### src/rtl/load_store_unit_if.sv
// rtl/load_store_unit_if.sv - pipeline request and Data_Memory signals of the load/store unit
interface load_store_unit_if #(
  parameter int WIDTH = 32
);
  logic             mem_read;
  logic             mem_write;
  logic [1:0]       size;
  logic             is_unsigned;
  logic [WIDTH-1:0] addr;
  logic [WIDTH-1:0] wdata;
  logic [WIDTH-1:0] load_data;
  logic             stall;
  logic             addr_err;
  logic             err_sticky;
  logic [WIDTH-1:0] mem_A;
  logic [WIDTH-1:0] mem_WD;
  logic             mem_WE;
  logic [WIDTH-1:0] mem_RD;

  modport slave (
    input  mem_read, mem_write, size, is_unsigned, addr, wdata, mem_RD,
    output load_data, stall, addr_err, err_sticky, mem_A, mem_WD, mem_WE
  );

  modport master (
    output mem_read, mem_write, size, is_unsigned, addr, wdata, mem_RD,
    input  load_data, stall, addr_err, err_sticky, mem_A, mem_WD, mem_WE
  );
endinterface

### src/rtl/load_store_unit.sv
// rtl/load_store_unit.sv - MEM-stage load/store unit with sub-word read-modify-write
// Loads extract/extend a lane of the word-only memory; byte/half stores take two cycles.
module load_store_unit #(
  parameter int WIDTH = 32,
  parameter int DEPTH = 100
) (
  input logic              CLK,
  input logic              RST,
  load_store_unit_if.slave bus
);
  typedef enum logic {IDLE, RMW_WR} state_t;

  state_t           state;
  state_t           state_next;
  logic [WIDTH-1:0] addr_q;
  logic [WIDTH-1:0] word_q;
  logic [15:0]      wdata_q;
  logic [1:0]       size_q;
  logic             err_q;

  logic             req;
  logic             misaligned;
  logic             out_of_range;
  logic             err;
  logic             word_store;
  logic             sub_store;
  logic [WIDTH-1:0] word_idx;
  logic [7:0]       lane_byte;
  logic [15:0]      lane_half;
  logic [WIDTH-1:0] merged;

  assign req          = bus.mem_read | bus.mem_write;
  assign word_idx     = {2'b00, bus.addr[WIDTH-1:2]};
  assign misaligned   = ((bus.size == 2'b01) & bus.addr[0])
                      | ((bus.size == 2'b10) & (bus.addr[1:0] != 2'b00))
                      | (bus.size == 2'b11);
  assign out_of_range = word_idx >= WIDTH'(DEPTH);
  // Requests are only evaluated in IDLE; RMW_WR works from latched copies.
  assign err          = (state == IDLE) & req & (misaligned | out_of_range);
  assign word_store   = (state == IDLE) & bus.mem_write & ~err & (bus.size == 2'b10);
  assign sub_store    = (state == IDLE) & bus.mem_write & ~err & ~bus.size[1];

  assign lane_byte = bus.mem_RD[{bus.addr[1:0], 3'b000} +: 8];
  assign lane_half = bus.mem_RD[{bus.addr[1], 4'b0000} +: 16];

  always_comb begin
    bus.load_data = bus.mem_RD;
    case (bus.size)
      2'b00:   bus.load_data = bus.is_unsigned ? {{(WIDTH-8){1'b0}}, lane_byte}
                                               : {{(WIDTH-8){lane_byte[7]}}, lane_byte};
      2'b01:   bus.load_data = bus.is_unsigned ? {{(WIDTH-16){1'b0}}, lane_half}
                                               : {{(WIDTH-16){lane_half[15]}}, lane_half};
      default: ;
    endcase
    if (err) bus.load_data = '0;
  end

  always_comb begin
    merged = word_q;
    if (size_q == 2'b00) merged[{addr_q[1:0], 3'b000} +: 8] = wdata_q[7:0];
    else                 merged[{addr_q[1], 4'b0000} +: 16] = wdata_q;
  end

  always_comb begin
    state_next  = state;
    bus.stall   = 1'b0;
    bus.mem_WE  = 1'b0;
    bus.mem_WD  = bus.wdata;
    bus.mem_A   = word_idx;
    unique case (state)
      IDLE: begin
        if (sub_store) begin
          bus.stall  = 1'b1;
          state_next = RMW_WR;
        end else if (word_store) begin
          bus.mem_WE = 1'b1;
        end
      end
      RMW_WR: begin
        bus.mem_A  = {2'b00, addr_q[WIDTH-1:2]};
        bus.mem_WD = merged;
        bus.mem_WE = 1'b1;
        state_next = IDLE;
      end
    endcase
    if (RST) begin
      bus.stall  = 1'b0;
      bus.mem_WE = 1'b0;
      state_next = IDLE;
    end
  end

  always_ff @(posedge CLK) begin
    if (RST) begin
      state   <= IDLE;
      err_q   <= 1'b0;
      addr_q  <= '0;
      word_q  <= '0;
      wdata_q <= '0;
      size_q  <= '0;
    end else begin
      state <= state_next;
      if (err) err_q <= 1'b1;
      if (sub_store) begin
        addr_q  <= bus.addr;
        word_q  <= bus.mem_RD;
        wdata_q <= bus.wdata[15:0];
        size_q  <= bus.size;
      end
    end
  end

  assign bus.addr_err   = err;
  assign bus.err_sticky = err_q;
endmodule

### src/flat_wrapper.sv
// flat-port wrapper written by rule: the top's interface ports become plain ports
module load_store_unit_flat 
#(
  parameter int WIDTH = 32,
  parameter int DEPTH = 100
)
  (CLK, RST, bus_mem_read, bus_mem_write, bus_size, bus_is_unsigned, bus_addr, bus_wdata, bus_mem_RD, bus_load_data, bus_stall, bus_addr_err, bus_err_sticky, bus_mem_A, bus_mem_WD, bus_mem_WE);
  load_store_unit_if #(.WIDTH(WIDTH)) bus_i ();
  input logic CLK;
  input logic RST;
  input wire logic [$bits(bus_i.mem_read)-1:0] bus_mem_read;
  input wire logic [$bits(bus_i.mem_write)-1:0] bus_mem_write;
  input wire logic [$bits(bus_i.size)-1:0] bus_size;
  input wire logic [$bits(bus_i.is_unsigned)-1:0] bus_is_unsigned;
  input wire logic [$bits(bus_i.addr)-1:0] bus_addr;
  input wire logic [$bits(bus_i.wdata)-1:0] bus_wdata;
  input wire logic [$bits(bus_i.mem_RD)-1:0] bus_mem_RD;
  output wire logic [$bits(bus_i.load_data)-1:0] bus_load_data;
  output wire logic [$bits(bus_i.stall)-1:0] bus_stall;
  output wire logic [$bits(bus_i.addr_err)-1:0] bus_addr_err;
  output wire logic [$bits(bus_i.err_sticky)-1:0] bus_err_sticky;
  output wire logic [$bits(bus_i.mem_A)-1:0] bus_mem_A;
  output wire logic [$bits(bus_i.mem_WD)-1:0] bus_mem_WD;
  output wire logic [$bits(bus_i.mem_WE)-1:0] bus_mem_WE;
  assign bus_i.mem_read = bus_mem_read;
  assign bus_i.mem_write = bus_mem_write;
  assign bus_i.size = bus_size;
  assign bus_i.is_unsigned = bus_is_unsigned;
  assign bus_i.addr = bus_addr;
  assign bus_i.wdata = bus_wdata;
  assign bus_i.mem_RD = bus_mem_RD;
  assign bus_load_data = bus_i.load_data;
  assign bus_stall = bus_i.stall;
  assign bus_addr_err = bus_i.addr_err;
  assign bus_err_sticky = bus_i.err_sticky;
  assign bus_mem_A = bus_i.mem_A;
  assign bus_mem_WD = bus_i.mem_WD;
  assign bus_mem_WE = bus_i.mem_WE;
  load_store_unit #(.WIDTH(WIDTH), .DEPTH(DEPTH)) u_core (.CLK(CLK), .RST(RST), .bus(bus_i));
endmodule
### config.mk
export PLATFORM = sky130hd
export DESIGN_NAME = load_store_unit_flat
export DESIGN_NICKNAME = d
export VERILOG_FILES = /design/src/rtl/load_store_unit_if.sv /design/src/rtl/load_store_unit.sv /design/src/flat_wrapper.sv
export SDC_FILE = /design/constraint.sdc
export NUM_CORES = 1
export LEC_CHECK = 0
export ABC_CLOCK_PERIOD_IN_PS = 3300
export CORE_MARGIN = 5
export CORE_UTILIZATION = 30
export DETAILED_ROUTE_END_ITERATION = 6
export DONT_BUFFER_PORTS = 1
export SLEW_MARGIN = 10
export SYNTH_ARGS = -nofsm -noshare
export SYNTH_HDL_FRONTEND = slang
export SYNTH_SLANG_ARGS = --single-unit
### constraint.sdc
create_clock -name CLK -period 3.3 [get_ports CLK]
set_clock_uncertainty 0.15 [all_clocks]
set_input_delay 0.66 -clock CLK [delete_from_list [all_inputs] [get_ports CLK]]
set_output_delay 0.66 -clock CLK [all_outputs]
set_load 0.05 [all_outputs]
## After elaboration in Yosys (flattened, before gate mapping)

Index checks and enable logic that the tools add are counted.

- Flip-flop bits (word level): 84
- Input port bits: 103
- Output and inout port bits: 100
- Word-level logic and storage cells: 53

- Add/sub/neg operators: 2
- Magnitude comparators: 1
- Equal/unequal tests: 3
- Shifts and indexed selects: 6
- Multiplexer cells: 17
- Bitwise operators: 15
- Reduce and logical (&&, ||, !) cells: 3

Operators by type and width:

| operator | number |
|---|---|
| 32-bit two-way mux | 5 |
| 32-bit bitwise mux | 2 |
| 32-bit one-hot mux with 2 select lines | 1 |
| 16-bit by 7-bit variable shift with 32-bit output, first input constant | 1 |
| 8-bit by 7-bit variable shift with 32-bit output, first input constant | 1 |
| 16-bit by 7-bit variable part select with 32-bit output | 1 |
| 32-bit by 6-bit variable part select with 16-bit output | 1 |
| 32-bit by 6-bit variable part select with 8-bit output | 1 |
| 8-bit by 7-bit variable part select with 32-bit output | 1 |
| 30-bit by 7-bit greater-or-equal comparator with 1-bit output, second input constant | 1 |
| 30-bit two-way mux | 1 |
| 5-bit negator with 7-bit output | 2 |
| 1-bit AND | 8 |
| 1-bit two-way mux | 6 |
| 2-bit equality test, second input constant | 2 |
| 2-bit zero test | 2 |
| 1-bit bitwise OR | 4 |
| 1-bit one-hot mux with 2 select lines | 2 |
| 1-bit NOT | 3 |
| 2-bit by 1-bit equality test with 1-bit output, second input constant | 1 |
| 2-bit nonzero test | 1 |

## Logic depth before layout (Yosys ltp)

- Depth in word-level cells: 13
- Gate-level depth with buffers: 7
- Mapped depth without buffers: 6

## Least setup slack after synthesis

Ideal clock, no wire load.

- Path kind: input port to output port
- Start: input port bus_addr[1]
- End: output port bus_load_data[7]
- Arrival time: 3.866 ns
- Required time: 2.490 ns
- Setup slack: -1.376 ns
- Stages: 5
- Path buffers: 1
- Cells stage by stage: clkbuf_1 > o21a_1 > o22ai_1 > a311oi_4 > a2111oi_0

- Cells in the longest elaborated chain, start to end: 7
- Elaborated cells on any way between the ends: 12
- Those cells by class: 2 x shift; 4 x mux; 5 x bitwise; 1 x reduce/logical

Ends and longest elaborated chain:

| item | line | source |
|---|---|---|
| from (decl) | flat_wrapper.sv:15 | `input wire logic [$bits(bus_i.addr)-1:0] bus_addr;` |
| branches (longest 6 deep; another with 32-bit by 6-bit variable part select with 16-bit output) | - |  |
| 32-bit two-way mux * | load_store_unit.sv:55 | `if (err) bus.load_data = '0;` |
| to (decl) | flat_wrapper.sv:18 | `output wire logic [$bits(bus_i.load_data)-1:0] bus_load_data;` |

Mark *: on every way between the ends.

## Worst setup path after layout

- Start: register u_core.addr_q[1]
- End: output port bus_mem_WD[8]

- Cells in the longest elaborated chain, start to end: 5
- Elaborated cells on any way between the ends: 10
- Those cells by class: 2 x add/sub; 4 x shift; 4 x mux

Ends and longest elaborated chain:

| item | line | source |
|---|---|---|
| from (decl) | load_store_unit.sv:15 | `logic [WIDTH-1:0] addr_q;` |
| from (signal assigned) | load_store_unit.sv:105 | `addr_q <= bus.addr;` |
| 5-bit negator with 7-bit output, on equally long branches | load_store_unit.sv:61, load_store_unit.sv:60 |  |
| 16-bit by 7-bit variable part select with 32-bit output, or another cell as far along | load_store_unit.sv:61 | `else merged[{addr_q[1], 4'b0000} +: 16] = wdata_q;` |
| 32-bit bitwise mux, on equally long branches | load_store_unit.sv:61, load_store_unit.sv:60 |  |
| 32-bit two-way mux * | load_store_unit.sv:60 | `if (size_q == 2'b00) merged[{addr_q[1:0], 3'b000} +: 8] = wdata_q[7:0];` |
| 32-bit two-way mux * | load_store_unit.sv:70 | `unique case (state)` |
| to (decl) | flat_wrapper.sv:23 | `output wire logic [$bits(bus_i.mem_WD)-1:0] bus_mem_WD;` |

Mark *: on every way between the ends. The rest lies on a longest branch, timed or not.

==> metrics <==
outcome finished, final reports clean; Reg-to-Reg End u_core.wdata_q[3]$_SDFFE_PP0N_; HP Start RST; Worst-Margin Slew 1160 ps; VDD IR-drop max 0.184 mV; hold_buf cts 0; Via density 6.18; Area growth syn-to-layout 21.6%; Antenna Cells 0; fmax 313 MHz; Worst Setup SP u_core.addr_q[1]$_SDFFE_PP0N_; PwrDens 368 nW/um^2; MaxCap Viol Count 0; reg2reg path depth 4; Synth Flop Type dfxtp_1; fin crit period 3200 ps; largest area contributor in the netlist dfxtp_1; Int Pwr 0.00171 W; Final #Nets 789; final setup vio count 0; unrepaired setup endpoints after global routing no; I/O pin cnt 203; synth cell count leaders dfxtp_1, a21oi_1, nand4_1, o31ai_1, nor2_1; CP endpoint kind output pin; Seq/Total Area, Yosys 30.1%; Reg power frac 40.7%; total power 0.00250 W; initial DRC count 573; Leak 2.23 nW; Fin. Hold Viols 0; share of the synthesized area in the top cell type 30.1%; postcts setup bufs 0; vias in the first global route 5,398; Die H 146 um; Netlist cell types 49; initial antenna violation count 0; crit path kind flop to output pin; Avg Inst Size Synth 8.37 um^2; RePlAce Congestion 0.943; most frequent cell after synthesis dfxtp_1; first drt pass iteration count 5; Port Buffers 0; Clock transition at path regs 70 ps; Final Max Slew Viols 0; CP required 2490 ps; CTS Buf Count 9; cell area after synthesis 5580 um^2; Rows 49; ys async rst share 0%; Worst EP arrival 2390 ps; die area 21,400 um^2; Critical Path Source Type flop; Hold Path Class primary input to flop; final WL 20,800 um; Post-DP HPWL 14,700 um; core area 18,100 um^2; Clock Power Share 39.5%; Slew HR 22.6%; ANT nets after route 0; crit-path max FO 8; Root Buffer clkbuf_16; FF-to-FF Start u_core.state$_SDFF_PP0_; CTS tree yes; H-tree levels 3; DR DRC count 0; CTS max path bufs 2; ratio of final minimum period to clock period 96.9%; Worst-Skew Late Latency 340 ps; Synth area leaders dfxtp_1, o31ai_1, mux2_2, a21oi_1, nand4_1; pin count of the biggest net entering global routing 88; total gr overflow 0; all-layer global routing usage 18.5%; Die Wd 146 um; routed len/inst 22.8 um; YS warnings 0; Syn Inst Count 667; Util after Layout 37.4%; Sw Share 31.5%; Psw 0.000786 W; vias post-DR 5,657; Seq cells post-synth 84; combinational share of power 19.7%; Starting Density 30.8%; Post-synth EDFFs 0; global-route wire length before repair 31,900 um; Critical Path Sink bus_mem_WD[8]; clk sinks 84; ratio of cells with drive above 1 in the final layout 27.0%; internal reg-to-reg setup slack 970 ps
## timing repair
action                                  in CTS  in global routing
endpoints found under the setup margin       6                 25
resized for setup                            6                 12
pin swaps                                    1                  2
hold endpoints to repair                     0                  0
## stage by stage
stage / area [um^2] / hold slack, ps / cells / TNS (ps) / setup slack, ps
after detailed placement: 6420 / 301 / 899 / 0 / 119
after global routing: 6790 / 213 / 915 / 0 / 17.6
after floorplan: 5600 / 291 / 668 / -2070 / -332
final: 6790 / 226 / 915 / 0 / 103
after CTS: 6740 / 224 / 915 / 0 / 4.44
after global placement: 6420 / 293 / 899 / 0 / 103
## how the worst min path moves through the flow
stage,to,slack [ps],cells past startpoint
2_1_floorplan,u_core.addr_q[2]$_SDFFE_PP0N_,290,2
4_1_cts,u_core.wdata_q[5]$_SDFFE_PP0N_,220,1
3_3_place_gp,u_core.addr_q[4]$_SDFFE_PP0N_,290,2
5_1_grt,u_core.wdata_q[5]$_SDFFE_PP0N_,210,1
3_5_place_dp,u_core.addr_q[8]$_SDFFE_PP0N_,300,2
6_report,u_core.wdata_q[11]$_SDFFE_PP0N_,230,1
## logic make-up (layout without fill, tap and decap cells)
kind of cell / Yosys count / in the layout / synth area share, %
fa+ha+maj: 5 / 5 / 1.12
other cells: 1 / 2 / 0.0672
mux: 58 / 58 / 11.5
flops: 84 / 84 / 30.1
simple gates: 186 / 186 / 18.9
buf+inv: 93 / 111 / 7.60
compound gates: 240 / 240 / 30.7
## flip-flops by register name (all words and copies together) (netlist names)
signal	count
u_core.addr_q	32
u_core.bus.err_sticky	1
u_core.size_q	2
u_core.state	1
u_core.wdata_q	16
u_core.word_q	32
## worst max-delay path, stage by stage (launching register included)
cell and delay, ps:
dfxtp_1 400, inv_2 100, ha_2 410, and4b_2 360, a221oi_1 110, a211oi_1 350, a21o_1 170, buf_12 140
## placed cells by master, fill, tap and decap left out, drive strengths merged, types with 2 or more instances in the layout
| master | instances |
|---|---|
| ha | 5 |
| nand3 | 3 |
| mux2i | 19 |
| dfxtp | 84 |
| a22oi | 7 |
| nand2 | 35 |
| nor3b | 24 |
| nor3 | 5 |
| clkinvlp | 2 |
| nand4 | 59 |
| nor2 | 46 |
| inv | 10 |
| o31ai | 58 |
| a21o | 16 |
| clkbuf | 11 |
| a2111oi | 2 |
| a21oi | 74 |
| a211oi | 23 |
| o32ai | 2 |
| conb | 2 |
| nor4 | 5 |
| o22ai | 17 |
| a221oi | 32 |
| mux2 | 38 |
| buf | 87 |
## routing by layer
layer  vias to the layer above  routed length [um]  global-route usage (%)
li1                       2629                   -                       -
met4                         0                 484                    6.16
met3                        31                1810                    4.65
met2                       261                9490                    29.6
met1                      2736                9060                    24.3
met5                         -                   0                       0
## power by group through the flow
| stage | Clock (W) | Sequential (W) | Combinational [W] |
|---|---|---|---|
| after global placement | 0 | 0.00104 | 0.000491 |
| after CTS | 0.00101 | 0.00102 | 0.000494 |
| after detailed placement | 0 | 0.00104 | 0.000493 |
| final | 0.000987 | 0.00102 | 0.000493 |
| after floorplan | 0 | 0.00104 | 0.000389 |
| after global routing | 0.00106 | 0.00102 | 0.000515 |
## cell type report
type / count / area, um^2
multi-input cells: 491 / 3610
well taps: 229 / 287
clock buffers: 11 / 243
inverters: 8 / 30.0
repair buffers: 87 / 895
flip-flops and latches: 84 / 1680
clock inverters: 5 / 43.8
fillers: 1881 / 11400
Power figures use the tool's default switching activity.
